$ cat src/rtl/sim_sram_pkg.sv
// Shared types and constants for the simulation SRAM burst reader.
package sim_sram_pkg;

    typedef enum logic [1:0] {
        IDLE,
        READ,
        DRAIN,
        FIN
    } sram_rd_state_e;

    localparam int unsigned SRAM_WORD_BYTES = 4;
    localparam int unsigned SRAM_RD_LATENCY = 1;

endpackage

$ cat src/rtl/sim_sram_rd_fifo.sv
// Two-entry return-data FIFO between the SRAM read port and the output stream.
module sim_sram_rd_fifo #(
    parameter int DATA_W = 32
) (
    input  logic              clk,
    input  logic              rst,
    input  logic              i_push,
    input  logic [DATA_W-1:0] i_push_data,
    input  logic              i_pop,
    output logic [DATA_W-1:0] o_head,
    output logic [1:0]        o_count
);

    logic [DATA_W-1:0] r_mem [2];
    logic              r_wr_ptr;
    logic              r_rd_ptr;
    logic [1:0]        r_count;

    always_ff @(posedge clk or posedge rst) begin
        if (rst) begin
            for (int unsigned i = 0; i < 2; i++) begin
                r_mem[i] <= '0;
            end
            r_wr_ptr <= 1'b0;
            r_rd_ptr <= 1'b0;
            r_count  <= '0;
        end else begin
            if (i_push) begin
                r_mem[r_wr_ptr] <= i_push_data;
                r_wr_ptr        <= ~r_wr_ptr;
            end
            if (i_pop) begin
                r_rd_ptr <= ~r_rd_ptr;
            end
            case ({i_push, i_pop})
                2'b10:   r_count <= r_count + 2'd1;
                2'b01:   r_count <= r_count - 2'd1;
                default: r_count <= r_count;
            endcase
        end
    end

    assign o_head  = r_mem[r_rd_ptr];
    assign o_count = r_count;

endmodule

$ cat src/rtl/sim_sram_burst_reader.sv
// Reads a burst of consecutive words from the simulation SRAM starting at
// start_addr and returns them on a valid/ready stream.
module sim_sram_burst_reader
    import sim_sram_pkg::*;
#(
    parameter int DATA_W = 32,
    parameter int ADDR_W = 32,
    parameter int LEN_W  = 8
) (
    input  logic              clk,
    input  logic              rst,
    input  logic              start,
    input  logic [ADDR_W-1:0] start_addr,
    input  logic [LEN_W-1:0]  len,
    output logic              busy,
    output logic              done,
    output logic              sram_req,
    output logic [ADDR_W-1:0] sram_addr,
    input  logic [DATA_W-1:0] sram_rdata,
    output logic              out_valid,
    input  logic              out_ready,
    output logic [DATA_W-1:0] out_data,
    output logic              out_last
);

    localparam logic [ADDR_W-1:0] WORD_STEP = ADDR_W'(SRAM_WORD_BYTES);

    sram_rd_state_e    r_state;
    logic [ADDR_W-1:0] r_addr;
    logic [ADDR_W-1:0] r_sram_addr;
    logic [LEN_W-1:0]  r_issue_cnt;
    logic [LEN_W-1:0]  r_out_cnt;
    logic              r_sram_req;
    logic              r_inflight;

    logic [ADDR_W-1:0] w_start_word;
    logic [DATA_W-1:0] w_head;
    logic [1:0]        w_count;
    logic [2:0]        w_pending;
    logic              w_out_valid;
    logic              w_out_last;
    logic              w_hs;
    logic              w_push;
    logic              w_pop;
    logic              w_issue;

    assign w_start_word = start_addr & ~(WORD_STEP - ADDR_W'(1));

    // Returning data bypasses an empty FIFO so a word is visible the cycle it
    // arrives; if it is not accepted that cycle it is pushed and held there.
    assign w_out_valid = (w_count != 2'd0) || r_inflight;
    assign w_hs        = w_out_valid && out_ready;
    assign w_pop       = w_hs && (w_count != 2'd0);
    assign w_push      = r_inflight && !(w_hs && (w_count == 2'd0));
    assign w_out_last  = w_out_valid && (r_out_cnt == LEN_W'(1));

    // Credit counts FIFO words plus both read-pipeline stages, less the word
    // leaving this cycle, so at most two words are ever owed to the FIFO.
    assign w_pending = 3'(w_count) + 3'(r_inflight) + 3'(r_sram_req);
    assign w_issue   = (r_state == READ) && (r_issue_cnt != '0)
                       && (w_pending < (3'd2 + 3'(w_hs)));

    sim_sram_rd_fifo #(
        .DATA_W (DATA_W)
    ) u_fifo (
        .clk         (clk),
        .rst         (rst),
        .i_push      (w_push),
        .i_push_data (sram_rdata),
        .i_pop       (w_pop),
        .o_head      (w_head),
        .o_count     (w_count)
    );

    // The first read goes out on the start edge, so r_issue_cnt holds the
    // reads still to issue after it (len - 1).
    always_ff @(posedge clk or posedge rst) begin
        if (rst) begin
            r_state     <= IDLE;
            r_addr      <= '0;
            r_sram_addr <= '0;
            r_issue_cnt <= '0;
            r_out_cnt   <= '0;
            r_sram_req  <= 1'b0;
            r_inflight  <= 1'b0;
        end else begin
            r_sram_req <= 1'b0;
            r_inflight <= r_sram_req;
            if (w_hs) begin
                r_out_cnt <= r_out_cnt - LEN_W'(1);
            end
            case (r_state)
                IDLE: begin
                    if (start) begin
                        if (len == '0) begin
                            r_state <= FIN;
                        end else begin
                            r_state     <= READ;
                            r_sram_req  <= 1'b1;
                            r_sram_addr <= w_start_word;
                            r_addr      <= w_start_word + WORD_STEP;
                            r_issue_cnt <= len - LEN_W'(1);
                            r_out_cnt   <= len;
                        end
                    end
                end
                READ: begin
                    if (r_issue_cnt == '0) begin
                        r_state <= DRAIN;
                    end else if (w_issue) begin
                        r_sram_req  <= 1'b1;
                        r_sram_addr <= r_addr;
                        r_addr      <= r_addr + WORD_STEP;
                        r_issue_cnt <= r_issue_cnt - LEN_W'(1);
                    end
                end
                DRAIN: begin
                    if (w_hs && w_out_last) begin
                        r_state <= FIN;
                    end
                end
                FIN: begin
                    r_state <= IDLE;
                end
                default: begin
                    r_state <= IDLE;
                end
            endcase
        end
    end

    assign busy      = (r_state != IDLE);
    assign done      = (r_state == FIN);
    assign sram_req  = r_sram_req;
    assign sram_addr = r_sram_addr;
    assign out_valid = w_out_valid;
    assign out_last  = w_out_last;
    assign out_data  = (w_count != 2'd0) ? w_head :
                       (r_inflight ? sram_rdata : '0);

endmodule

$ cat config.mk
export PLATFORM = sky130hd
export DESIGN_NAME = sim_sram_burst_reader
export DESIGN_NICKNAME = d
export VERILOG_FILES = /design/src/rtl/sim_sram_pkg.sv /design/src/rtl/sim_sram_rd_fifo.sv /design/src/rtl/sim_sram_burst_reader.sv
export SDC_FILE = /design/constraint.sdc
export NUM_CORES = 1
export LEC_CHECK = 0
export CAP_MARGIN = 25
export CORE_ASPECT_RATIO = 0.75
export CORE_UTILIZATION = 49
export CTS_CLUSTER_SIZE = 24
export DETAILED_ROUTE_END_ITERATION = 6
export PLACE_DENSITY = 0.82
export SETUP_SLACK_MARGIN = 0.02
export SLEW_MARGIN = 20
export SYNTH_ARGS = -nofsm -noshare
export SYNTH_HDL_FRONTEND = slang
export SYNTH_HIERARCHICAL = 1
export SYNTH_SLANG_ARGS = --single-unit
$ cat constraint.sdc
create_clock -name clk -period 3.5 [get_ports clk]
set_input_delay 0.7 -clock clk [delete_from_list [all_inputs] [get_ports clk]]
set_output_delay 0.7 -clock clk [all_outputs]
set_load 0.01 [all_outputs]
==> results.txt, run 1 <==
* Antenna diode count: 0
- Hold Crit Class: reg2reg
* Final period demand of the worst path: 3.20 ns
- Startpoint type of the worst setup path: register
* Router iterations before antenna repair: 6
- The run finished with clean final reports.
* Syn Std Cell Area: 8660 um2
* Global route total overflow: 0
- Pin placement for this block handled 145 I/O pins.
- Internal power consumption: 6.76 mW
- Areal power density over the cells: 1040 nW/um2
- Counting along the longest clock path gives a buffer depth of 2.
* Family with the most delay on the worst path: simple AND/OR/NAND/NOR gates
- Num CTS Buffers: 17
- The first routing iteration left 664 violations.
* Total number of vias: 7402
- Post-detail-place hpwl: 15.2 mm
- The finished cells cover 11000 um2.
* Count of flip-flops with a built-in enable after synthesis: 0
- Switching power of the nets: 4.62 mW
* FFs w/ async S/R, synth: 100%
* Post-place instance area: 10400 um2
* Total of flip-flops plus latches after synthesis: 148
- Derived from the worst setup path, the maximum achievable clock frequency is 312 MHz.
- Average wire per cell in the routed design: 17.6 um
- Reg2reg end: r_addr[31]
- The first global-routing pass estimated 36.2 mm of wire.
* Clk pwr share: 16.9%
- Largest incremental delay on the critical path: 0.55 ns
* Area used by multi-input combinational logic: 4610 um2
- DRC errors left: 0
- Of the total power, combinational logic draws 54.2%.
- Sink of the worst hold path: r_inflight
* Worst Path Buf+Inv: 2
- The largest individual stage delay along the critical path comes from the cell sky130_fd_sc_hd__a221oi_2.
* Critical path data arrival time: 3.56 ns
- Setup repair after global routing left no endpoint under its margin.
* Number of nets at the end of the flow: 1119
- Most used DFF post-synth: sky130_fd_sc_hd__dfrtp_1
* Dominant cell by count in the synthesized netlist: sky130_fd_sc_hd__nand2_1
- The share of the Yosys chip area taken by registers is 42.8%.
- A synthesized cell averages 9.62 um2.
* Crit path depth: 9
* Slew Limit Headroom: 42.4%
- Data required time at the worst endpoint: 3.85 ns
* Maximum fanout along the worst path: 26
* Buffer cell driving the clock tree root: sky130_fd_sc_hd__clkbuf_16
* Number of different library cells in the post-synthesis netlist: 67
- Registers take 3700 um2.
- Gr usage total: 25.5%
- Most common library cells after synthesis: 156 x sky130_fd_sc_hd__nand2_1, 148 x sky130_fd_sc_hd__dfrtp_1, 106 x sky130_fd_sc_hd__mux2_2
- Pin count of the biggest net entering global routing: 48
* Layout filler cell count: 1317
- In this run switching power makes up 40.6% of total power.
- Worst clock skew: 0.00960 ns
- The max-slew violation count came to 0.
- Number of input and output port buffers inserted: 140
- Sort of element at the end of the critical path: register
- IR analysis of the VDD net gives a maximum drop of 0.457 mV.
* Setup TNS: 0 ns
- Resize count post-CTS: 0
* Crit path kind: reg2reg
- List of cells traversed by the critical path: inv_1, ha_4, buf_4, nand4_1, a221oi_2, nand2_1, nor4_2, mux2_2, o211ai_1
- Number of H-tree levels: 4
* Top cell type's share of synthesized area: 42.8%
* Vias per cell: 5.78
- Hold wc startpoint: sram_req
* Slew @ Worst Pin: 0.862 ns
- The die is 117 um tall.
* Biggest area consumer among synthesized cells: sky130_fd_sc_hd__dfrtp_1
* Final Setup Violations: 0
- Clk slew on worst S/H paths: 0.07 ns
- The Yosys step of the flow raised 6 warnings.
- Sequential cells account for 29.0% of the total power.
* Antenna violations before repair: 0
* Full die area: 18200 um2
* Max-cap check violation count: 0
- Routability congestion estimate: 0.917
- In the post-synthesis netlist, the biggest area contributors are sky130_fd_sc_hd__dfrtp_1 43%, sky130_fd_sc_hd__mux2_2 14%, sky130_fd_sc_hd__nand2_1 6.8%, sky130_fd_sc_hd__mux2i_1 3.2%, sky130_fd_sc_hd__nand3_1 2.9%.
- Sinks on the clock net: 148
* Placement row count: 41
* Final ANT Viol Nets: 0
- Total core area: 17000 um2
* Layout cell share with drive strength beyond 1: 18.8%
- Clock tree from TritonCTS: built
- Gate count of the mapped netlist: 900
- Horiz. Die Dim: 156 um
- Reg-to-reg setup timing slack: 0.30 ns
- The final hold violation count came to 0.
* Initial Utilization: 50.9%
- Of the available clock period, the critical path in the final layout requires 91.6%.
* Number of global-route vias before repair: 7048
* R2r worst-path depth: 9
* R2r startpoint: r_state[1]
- Worst Hold Path Cells: 0
* Total wire length after detailed routing: 22.5 mm
* Area growth from synthesis to final layout: 26.7%
- Clk Latency, worst-skew pair: 0.44 ns
- Leak pwr: 4.59 nW
- For this design, the CTS-stage hold fixing added 0 buffers.
- Once the clock tree was built, the setup fixing pass inserted 0 buffers.
==> stage by stage <==
stage	power (mW)	cells	setup slack, ns	utilization, %	hold slack (ns)
floorplan	7.20	901	0.166	-	0.435
global placement	9.21	1249	0.279	60.8	0.400
detailed placement	9.39	1249	0.188	60.8	0.403
CTS	11.4	1281	0.371	64.4	0.418
global route	12.2	1281	0.177	64.4	0.437
finish	11.4	1281	0.296	64.4	0.419
==> power by group through the flow <==
stage	sequential, mW	combinational, mW	clock [mW]
after floorplan	3.18	4.02	0
after global placement	3.23	5.98	0
after detailed placement	3.28	6.11	0
after CTS	3.27	6.16	1.94
after global routing	3.40	6.74	2.02
final	3.30	6.17	1.92
==> cell usage in the layout, fill, tap and decap left out, drive strengths merged, types with 4 or more instances in the layout <==
cell type and n:
a211oi 6, a21oi 39, a221oi 6, a31oi 7, and2 4, buf 32, clkbuf 17, clkdlybuf4s50 140
clkinv 4, dfrtp 148, ha 10, inv 26, mux2 114, mux2i 28, nand2 156, nand2b 5
nand3 50, nand4 14, nand4b 6, nor2 40, nor2b 5, nor3 23, nor3b 5, nor4 6
o21ai 40, o22ai 16, o311ai 6, or2 4, or3 5, xnor2 27, xor2 10
==> routing by layer <==
layer | track usage [%] | up-vias | share of wire [%]
met2 | 39.3 | 285 | 47
li1 | - | 3471 | -
met4 | 7.91 | 0 | 1.3
met1 | 35.6 | 3615 | 45
met5 | 0 | - | 0
met3 | 6.41 | 31 | 7.6
==> worst max path at each step <==
stage / start / end / slack, ns
3_5_place_dp: start_addr[11] / r_addr[28] / 0.19
6_report: r_state[1] / r_addr[31] / 0.30
5_1_grt: r_state[1] / r_addr[31] / 0.18
4_1_cts: r_state[1] / r_addr[31] / 0.37
2_1_floorplan: r_state[1] / r_addr[26] / 0.17
3_3_place_gp: start_addr[10] / r_addr[28] / 0.28
==> flip-flops by register name, summed over array words and instances, names as in the netlist <==
name,cells
u_fifo/r_rd_ptr,1
r_addr,30
u_fifo/o_count,2
sram_addr,30
r_state,2
r_issue_cnt,8
r_out_cnt,8
sram_req,1
u_fifo/r_mem,64
u_fifo/r_wr_ptr,1
r_inflight,1
==> cells by family (layout without fill, tap and decap cells) <==
kind of cell,after synthesis,count (layout),share of synthesized area (%)
buf+inv,78,222,4.30
mux,142,142,18.4
fa+ha+maj,11,11,1.68
simple gates,331,331,17.8
xor+xnor,37,37,3.74
other cells,1,2,0.0433
compound gates,152,152,11.2
flops,148,148,42.8
==> final cells by class <==
cell class                      instances  area share (%)
Clock inverter                         15            1.71
Tap cell                              236            2.69
Sequential cell                       148            33.8
Timing Repair Buffer                  172            15.3
Multi-Input combinational cell        675            42.0
Inverter                               18           0.627
Clock buffer                           17            3.88
No activity file was read; power rests on OpenSTA's default activity.
==> run 2: changes to the inputs <==
Settings changed: ABC_AREA set to 1, PLACE_DENSITY 0.82 to 0.83.
==> results.txt, run 2 <==
* Outcome: finished, final reports clean
* Xor and xnor area share after synthesis: 2.57%
* Gate count of the mapped netlist: 1190
- In this run the clock root is driven by a sky130_fd_sc_hd__clkbuf_16.
* Num CTS Buffers: 17
- After synthesis, the largest family of logic cells by area is simple AND/OR/NAND/NOR gates.
- Of the total power, the share spent switching nets is 41.8%.
- Derived from the worst setup path, the maximum achievable clock frequency is 319 MHz.
- Data required time at the worst endpoint: 2.80 ns
- For the final routed database, the setup TNS stands at 0 ns.
- At the end of routability-driven placement, the weighted congestion stood at 0.993.
- Horiz. Die Dim: 154 um
* Largest incremental delay on the critical path: 0.70 ns
- R2r startpoint: r_state[1]
- The initial utilization of the core area, before any placement, comes to 50.4%.
- Average wire per cell in the routed design: 13.9 um
- Maximum VDD drop: 0.444 mV
- Most frequent cells in the layout: 486 x sky130_fd_sc_hd__nand2_1, 148 x sky130_fd_sc_hd__dfrtp_1, 140 x sky130_fd_sc_hd__clkdlybuf4s50_1
* Register name with the most flops: u_fifo/r_mem
- The routed design has 21.3 mm of wire.
- Together, buffers and inverters on the worst path number 1.
* Areal power density over the cells: 947 nW/um2
- Once detailed placement completed, the half-perimeter wirelength came to 14.7 mm.
- Hold Vio Cnt, Final: 0
- Measured along the y axis, the die boundary spans 116 um.
* Family with the most delay on the worst path: simple AND/OR/NAND/NOR gates
* Most common library cells after synthesis: 486 x sky130_fd_sc_hd__nand2_1, 148 x sky130_fd_sc_hd__dfrtp_1, 129 x sky130_fd_sc_hd__inv_1
- Max-cap check violation count: 0
* Final period demand of the worst path: 3.14 ns
- Max FFs per register: 64
* Sinks on the clock net: 148
- The clock network is responsible for 19.6% of the overall power.
- FFs w/ async S/R, synth: 100%
- By area the synthesized netlist is led by sky130_fd_sc_hd__dfrtp_1 44%, sky130_fd_sc_hd__nand2_1 21%, sky130_fd_sc_hd__o21ai_0 6.2%, sky130_fd_sc_hd__inv_1 5.7%, sky130_fd_sc_hd__nand3_1 3.5%.
* Hold wc startpoint: sram_req
- Slowest-stage cell, CP: sky130_fd_sc_hd__nor2_4
- Gr usage total: 25.2%
* Area growth from synthesis to final layout: 25.2%
- Wire length of the first global-routing pass: 35.4 mm
- Entering global routing, the biggest net connects 87 pins.
- At the pin with the least slew margin, the transition time is 0.854 ns.
* Crit path depth: 4
- Crit path kind: reg2out
* Slew Limit Headroom: 42.9%
- In this run the remaining antenna-violating nets after routing total 0.
- Global route total overflow: 0
* Syn Std Cell Area: 8510 um2
- The worst hold path passes through 0 cells.
- The average instance in the mapped netlist occupies 7.15 um2.
- In the routed layout, each cell is associated on average with a via count of 5.13.
- The synthesized design contains 148 register bits.
- The top cell type by area accounts for 43.5% of the synthesized area.
- Number of global-route vias before repair: 7169
- During synthesis, Yosys emitted a total of 6 warnings.
* Final worst-path cycle share: 89.6%
* Critical path data arrival time: 2.44 ns
* Maximum fanout along the worst path: 35
* Synth Area in Adders: 1.71%
- In this run the worst hold path is classified as reg2reg.
* Most used DFF post-synth: sky130_fd_sc_hd__dfrtp_1
- The worst setup path is launched from a register.
- Number of nets at the end of the flow: 1395
* Antenna diode count: 0
* Top-level I/O count: 145
- Final Setup Violations: 0
- Switching power of the nets: 4.22 mW
- Total core area: 16900 um2
- The die covers 17900 um2.
- Buffers inserted to repair hold after CTS numbered 0.
- Number of H-tree levels: 4
- Layout cell share with drive strength beyond 1: 9.46%
- Antenna violations before repair: 0
- Total number of vias: 7876
* Placement row count: 41
* Clk Latency, worst-skew pair: 0.43 ns
* Total count of max-transition violations in the final report: 0
* Synthesized-area fraction occupied by and/or/nand/nor cells: 31.5%
- Number of different library cells in the post-synthesis netlist: 32
- Count of flip-flops with a built-in enable after synthesis: 0
- Summed over all cells, the static leakage comes to 5.31 nW.
- TritonCTS built the clock tree.
* DRT iter0 DRCs: 720
- With fillers left out, the area of the finished cells amounts to 10600 um2.
- Port buffering added 140 buffers.
* Biggest area consumer among synthesized cells: sky130_fd_sc_hd__dfrtp_1
* Router iterations before antenna repair: 6
- The library cell used most frequently in the layout, excluding fill and tap cells, is sky130_fd_sc_hd__nand2_1.
* Sort of element at the end of the critical path: primary output
- List of cells traversed by the critical path: nor2_4, nand3_1, nand2_1, clkdlybuf4s50_1
- After synthesis, the share of cell area in mux cells is 0%.
* Maximum clock path buffer count: 2
- The worst register-to-register path has a depth of 15.
- Resize count post-CTS: 0
- Post-place instance area: 10000 um2
- The internal portion of the total power is 5.87 mW.
- The share of total power dissipated in sequential elements is 29.6%.
- Combinational share of power: 50.8%
* Setup Fix Bufs, Post-CTS: 0
- CP Launch Point: u_fifo/o_count[0]
- DRC errors left: 0
- On the final layout, the worst clock skew is 0.00813 ns.
* Fraction of the yosys area taken by sequential cells: 43.5%
- Unrepaired setup endpoints after global routing: no
* Fraction of the mapped netlist area in compound gates: 10.8%
* Dominant cell by count in the synthesized netlist: sky130_fd_sc_hd__nand2_1
- Clock-pin slew was measured on the worst setup and hold paths at 0.06 ns.
[run 2: cell type report]
type	instances	area, um2
timing repair buffer	152	1540
fill	1448	6230
clock buffer	20	467
sequential	148	3700
multi-input combinational	855	3990
clock inverter	12	176
inverter	134	504
tap	215	269
[run 2: logic make-up after synthesis]
kind of cell	count (synthesis)
simple gates	655
buf+inv	188
compound gates	162
flops	148
xor+xnor	25
fa+ha+maj	11
other cells	1
[run 2: final timing paths]
check,end,slack [ns]
min in group asynchronous,u_fifo/r_mem[27],0.74
hold / removal,r_inflight,0.41
setup / recovery,out_data[18],0.36
max in group asynchronous,r_addr[29],2.09
hold reg to reg,r_inflight,0.41
setup reg to reg,r_addr[25],0.64
[run 2: worst reg2reg max path, delay by kind of cell, from the launching register on]
| family | cells | cell delay [ns] |
|---|---|---|
| fa+ha+maj | 1 | 0.33 |
| buf+inv | 3 | 0.74 |
| simple gates | 11 | 1.32 |
| flops | 1 | 0.36 |
[run 2: power by group through the flow]
stage	clock, mW	sequential (mW)	combinational (mW)
4_1_cts	2.01	2.99	5.13
6_report	1.98	2.99	5.12
3_3_place_gp	0	2.97	4.95
5_1_grt	2.08	3.10	5.76
2_1_floorplan	0	2.99	3.37
3_5_place_dp	0	3.00	5.08
[run 2: metrics by stage]
stage	hold WS (ns)	total power [mW]	util (%)	worst slack (ns)	instances
2_1_floorplan	0.435	6.36	-	0.748	1191
3_3_place_gp	0.394	7.91	59.3	0.707	1504
3_5_place_dp	0.397	8.08	59.3	0.680	1504
4_1_cts	0.410	10.1	63.1	0.349	1536
5_1_grt	0.422	10.9	63.1	0.216	1536
6_report	0.413	10.1	63.1	0.364	1536
[run 2: routing by layer]
layer	track usage [%]	vias up	wire length, um
li1	-	3906	-
met1	36.9	3659	10000
met2	38.0	276	9500
met3	5.57	35	1470
met4	6.20	0	262
met5	0	-	0
==> run 3: changes to the inputs <==
Settings changed: ABC_CLOCK_PERIOD_IN_PS set to 3500, CORE_UTILIZATION 49 to 26, PLACE_DENSITY 0.83 to 0.52.
==> results.txt, run 3 (synthesized netlist as in run 2, its figures left out) <==
- VDD sags by at most 0.428 mV.
- Of the cells placed in the final design, the portion with a size suffix greater than 1 is 9.75%.
- For this design, the CTS-stage hold fixing added 0 buffers.
- Vias per cell: 4.33
- Layout filler cell count: 3447
- Sort of element at the end of the critical path: primary output
- The clock net in this run drives a total of 148 sinks.
- Most common library cell in the layout ignoring fill and taps: sky130_fd_sc_hd__nand2_1
- Leak pwr: 5.31 nW
* Reg-to-reg setup timing slack: 0.81 ns
- Clock tree from TritonCTS: built
- Clk slew on worst S/H paths: 0.06 ns
- The cell family contributing the most delay on the critical path is buffers and inverters.
- Row generation in the floorplan step produced 56 rows.
- Before antenna repair, the detailed router went through 5 iterations.
- Maximum fanout along the worst path: 23
* Total count of max-transition violations in the final report: 0
- CP Launch Point: u_fifo/o_count[0]
- R2r worst-path depth: 15
* Critical path data arrival time: 2.46 ns
- The routed design could run at a clock period as short as 3.16 ns.
- Number of global-route vias before repair: 7086
- Horiz. Die Dim: 211 um
- The die is 159 um tall.
- Power spread over the standard cell area amounts to 929 nW/um2.
- In this run the tightest slew margin relative to its limit is 48.9%.
* Setup TNS: 0 ns
- Entering global routing, the biggest net connects 87 pins.
- Slowest-stage cell, CP: sky130_fd_sc_hd__nor2_4
* Global route total overflow: 0
- Antenna violations before repair: 1
- Traced cell by cell, the critical path runs through nor2_4, buf_4, nand3_1, nand2_1, clkdlybuf4s50_1.
- Overall power consumption after layout is estimated at 10.2 mW.
* DRT iter0 DRCs: 455
- The final hold violation count is 0.
- Final Setup Violations: 0
- Maximum clock path buffer count: 2
- Total core area: 31700 um2
* Largest incremental delay on the critical path: 0.55 ns
- Buffer cell driving the clock tree root: sky130_fd_sc_hd__clkbuf_16
* Worst Path Buf+Inv: 2
* Most frequent cells in the layout: 485 x sky130_fd_sc_hd__nand2_1, 147 x sky130_fd_sc_hd__dfrtp_1, 140 x sky130_fd_sc_hd__clkdlybuf4s50_1
- Data on the critical path is required at its endpoint by 2.80 ns.
- The critical path is of the reg2out type.
- DRC errors left: 0
* Top-level I/O count: 145
- Once the clock tree was built, the setup fixing pass inserted 0 buffers.
* Number of nets at the end of the flow: 1397
* Total wire length after detailed routing: 23.8 mm
- Compared with the post-synthesis result, the final layout area differs by 28.6%.
* Full die area: 33500 um2
- Global routing used 14.7% of the available tracks across all layers.
- Measured on the finished design, the core utilization comes to 34.5%.
* Number of input and output port buffers inserted: 140
* Worst clock skew: 0.00873 ns
- After detailed placement, the design holds a cell count of 1726.
* Final ANT Viol Nets: 0
- Outcome: finished, final reports clean
- Once the floorplan was initialized, standard cells occupied 26.8% of the core.
- Based on the critical path, the design can be clocked at up to 316 MHz.
- The worst register-to-register path begins at r_state[1].
- TritonCTS created 17 clock buffers.
- Summing all flip-flop and latch instances after layout gives 3700 um2.
- Slew @ Worst Pin: 0.766 ns
- Post-detail-place hpwl: 16.9 mm
* Max-cap check violation count: 0
* Max FFs per register: 64
* Wire length of the first global-routing pass: 38.1 mm
* Startpoint type of the worst setup path: register
- The multi-input combinational cells in the finished layout cover a total of 3990 um2.
* End point of the critical path: out_data[31]
* Routability congestion estimate: 0.844
- Average wire per cell in the routed design: 13.5 um
* Crit path depth: 5
* Resize count post-CTS: 0
- Across all layers, the routed design uses 7613 vias.
- Clk Latency, worst-skew pair: 0.43 ns
- Final worst-path cycle share: 90.4%
* Unrepaired setup endpoints after global routing: no
* Reg2reg end: r_addr[22]
- Layout Cells excl Fill: 1759
- In this run the worst hold path is classified as reg2reg.
- Number of H-tree levels: 4
* Register name with the most flops: u_fifo/r_mem
[run 3: cell types whose count changed in the layout (fill, tap and decap cells not counted), sizes merged]
cell,previous run,this run
buf,12,14
clkinv,6,7
inv,134,136
diode,0,1
clkbuf,20,17
[run 3: final cells by class]
type	count	area share, %
well taps	435	4.97
repair buffers	154	14.3
flip-flops and latches	148	33.9
clock buffers	17	3.89
multi-input cells	855	36.5
inverters	134	4.61
clock inverters	15	1.85
diodes	1	0.0229
[run 3: per-stage QoR]
stage | hold WS, ns | instance area, um2 | worst slack (ns)
after global placement | 0.395 | 10300 | 0.591
after floorplan | 0.435 | 8510 | 0.748
after detailed placement | 0.403 | 10300 | 0.593
after CTS | 0.417 | 10900 | 0.276
final | 0.405 | 10900 | 0.337
after global routing | 0.432 | 10900 | 0.134
[run 3: worst min-delay path by stage]
stage                   from    endpoint  slack, ns  cells after the start
floorplan           sram_req  r_inflight       0.43                      0
global placement    sram_req  r_inflight       0.39                      0
CTS                 sram_req  r_inflight       0.42                      0
detailed placement  sram_req  r_inflight       0.40                      0
finish              sram_req  r_inflight       0.41                      0
global route        sram_req  r_inflight       0.43                      0
[run 3: where the power goes]
| group | switching (mW) | internal, mW |
|---|---|---|
| Clock | 0.779 | 1.20 |
| Sequential | 0.504 | 2.54 |
| Combinational | 3.04 | 2.10 |
| Total | 4.32 | 5.85 |
[run 3: worst reg2reg max path, stage by stage, from the launching register on]
cell and delay, ns:
sky130_fd_sc_hd__dfrtp_1 0.38, sky130_fd_sc_hd__inv_1 0.08, sky130_fd_sc_hd__ha_2 0.36, sky130_fd_sc_hd__inv_2 0.27, sky130_fd_sc_hd__buf_4 0.26, sky130_fd_sc_hd__nand2_1 0.10, sky130_fd_sc_hd__nand2_1 0.20, sky130_fd_sc_hd__nand2_1 0.13
sky130_fd_sc_hd__nor2_1 0.17, sky130_fd_sc_hd__nand2_1 0.12, sky130_fd_sc_hd__nor2_1 0.23, sky130_fd_sc_hd__nand2_1 0.08, sky130_fd_sc_hd__nand2_1 0.06, sky130_fd_sc_hd__nand2_1 0.05, sky130_fd_sc_hd__nand2_1 0.05, sky130_fd_sc_hd__nand2_1 0.05
[run 3: routing by layer]
layer	part of all wire [%]	global-route usage, %
met2	41	20.4
met5	0	0
met3	3.8	2.84
met4	2.0	6.04
met1	53	21.9
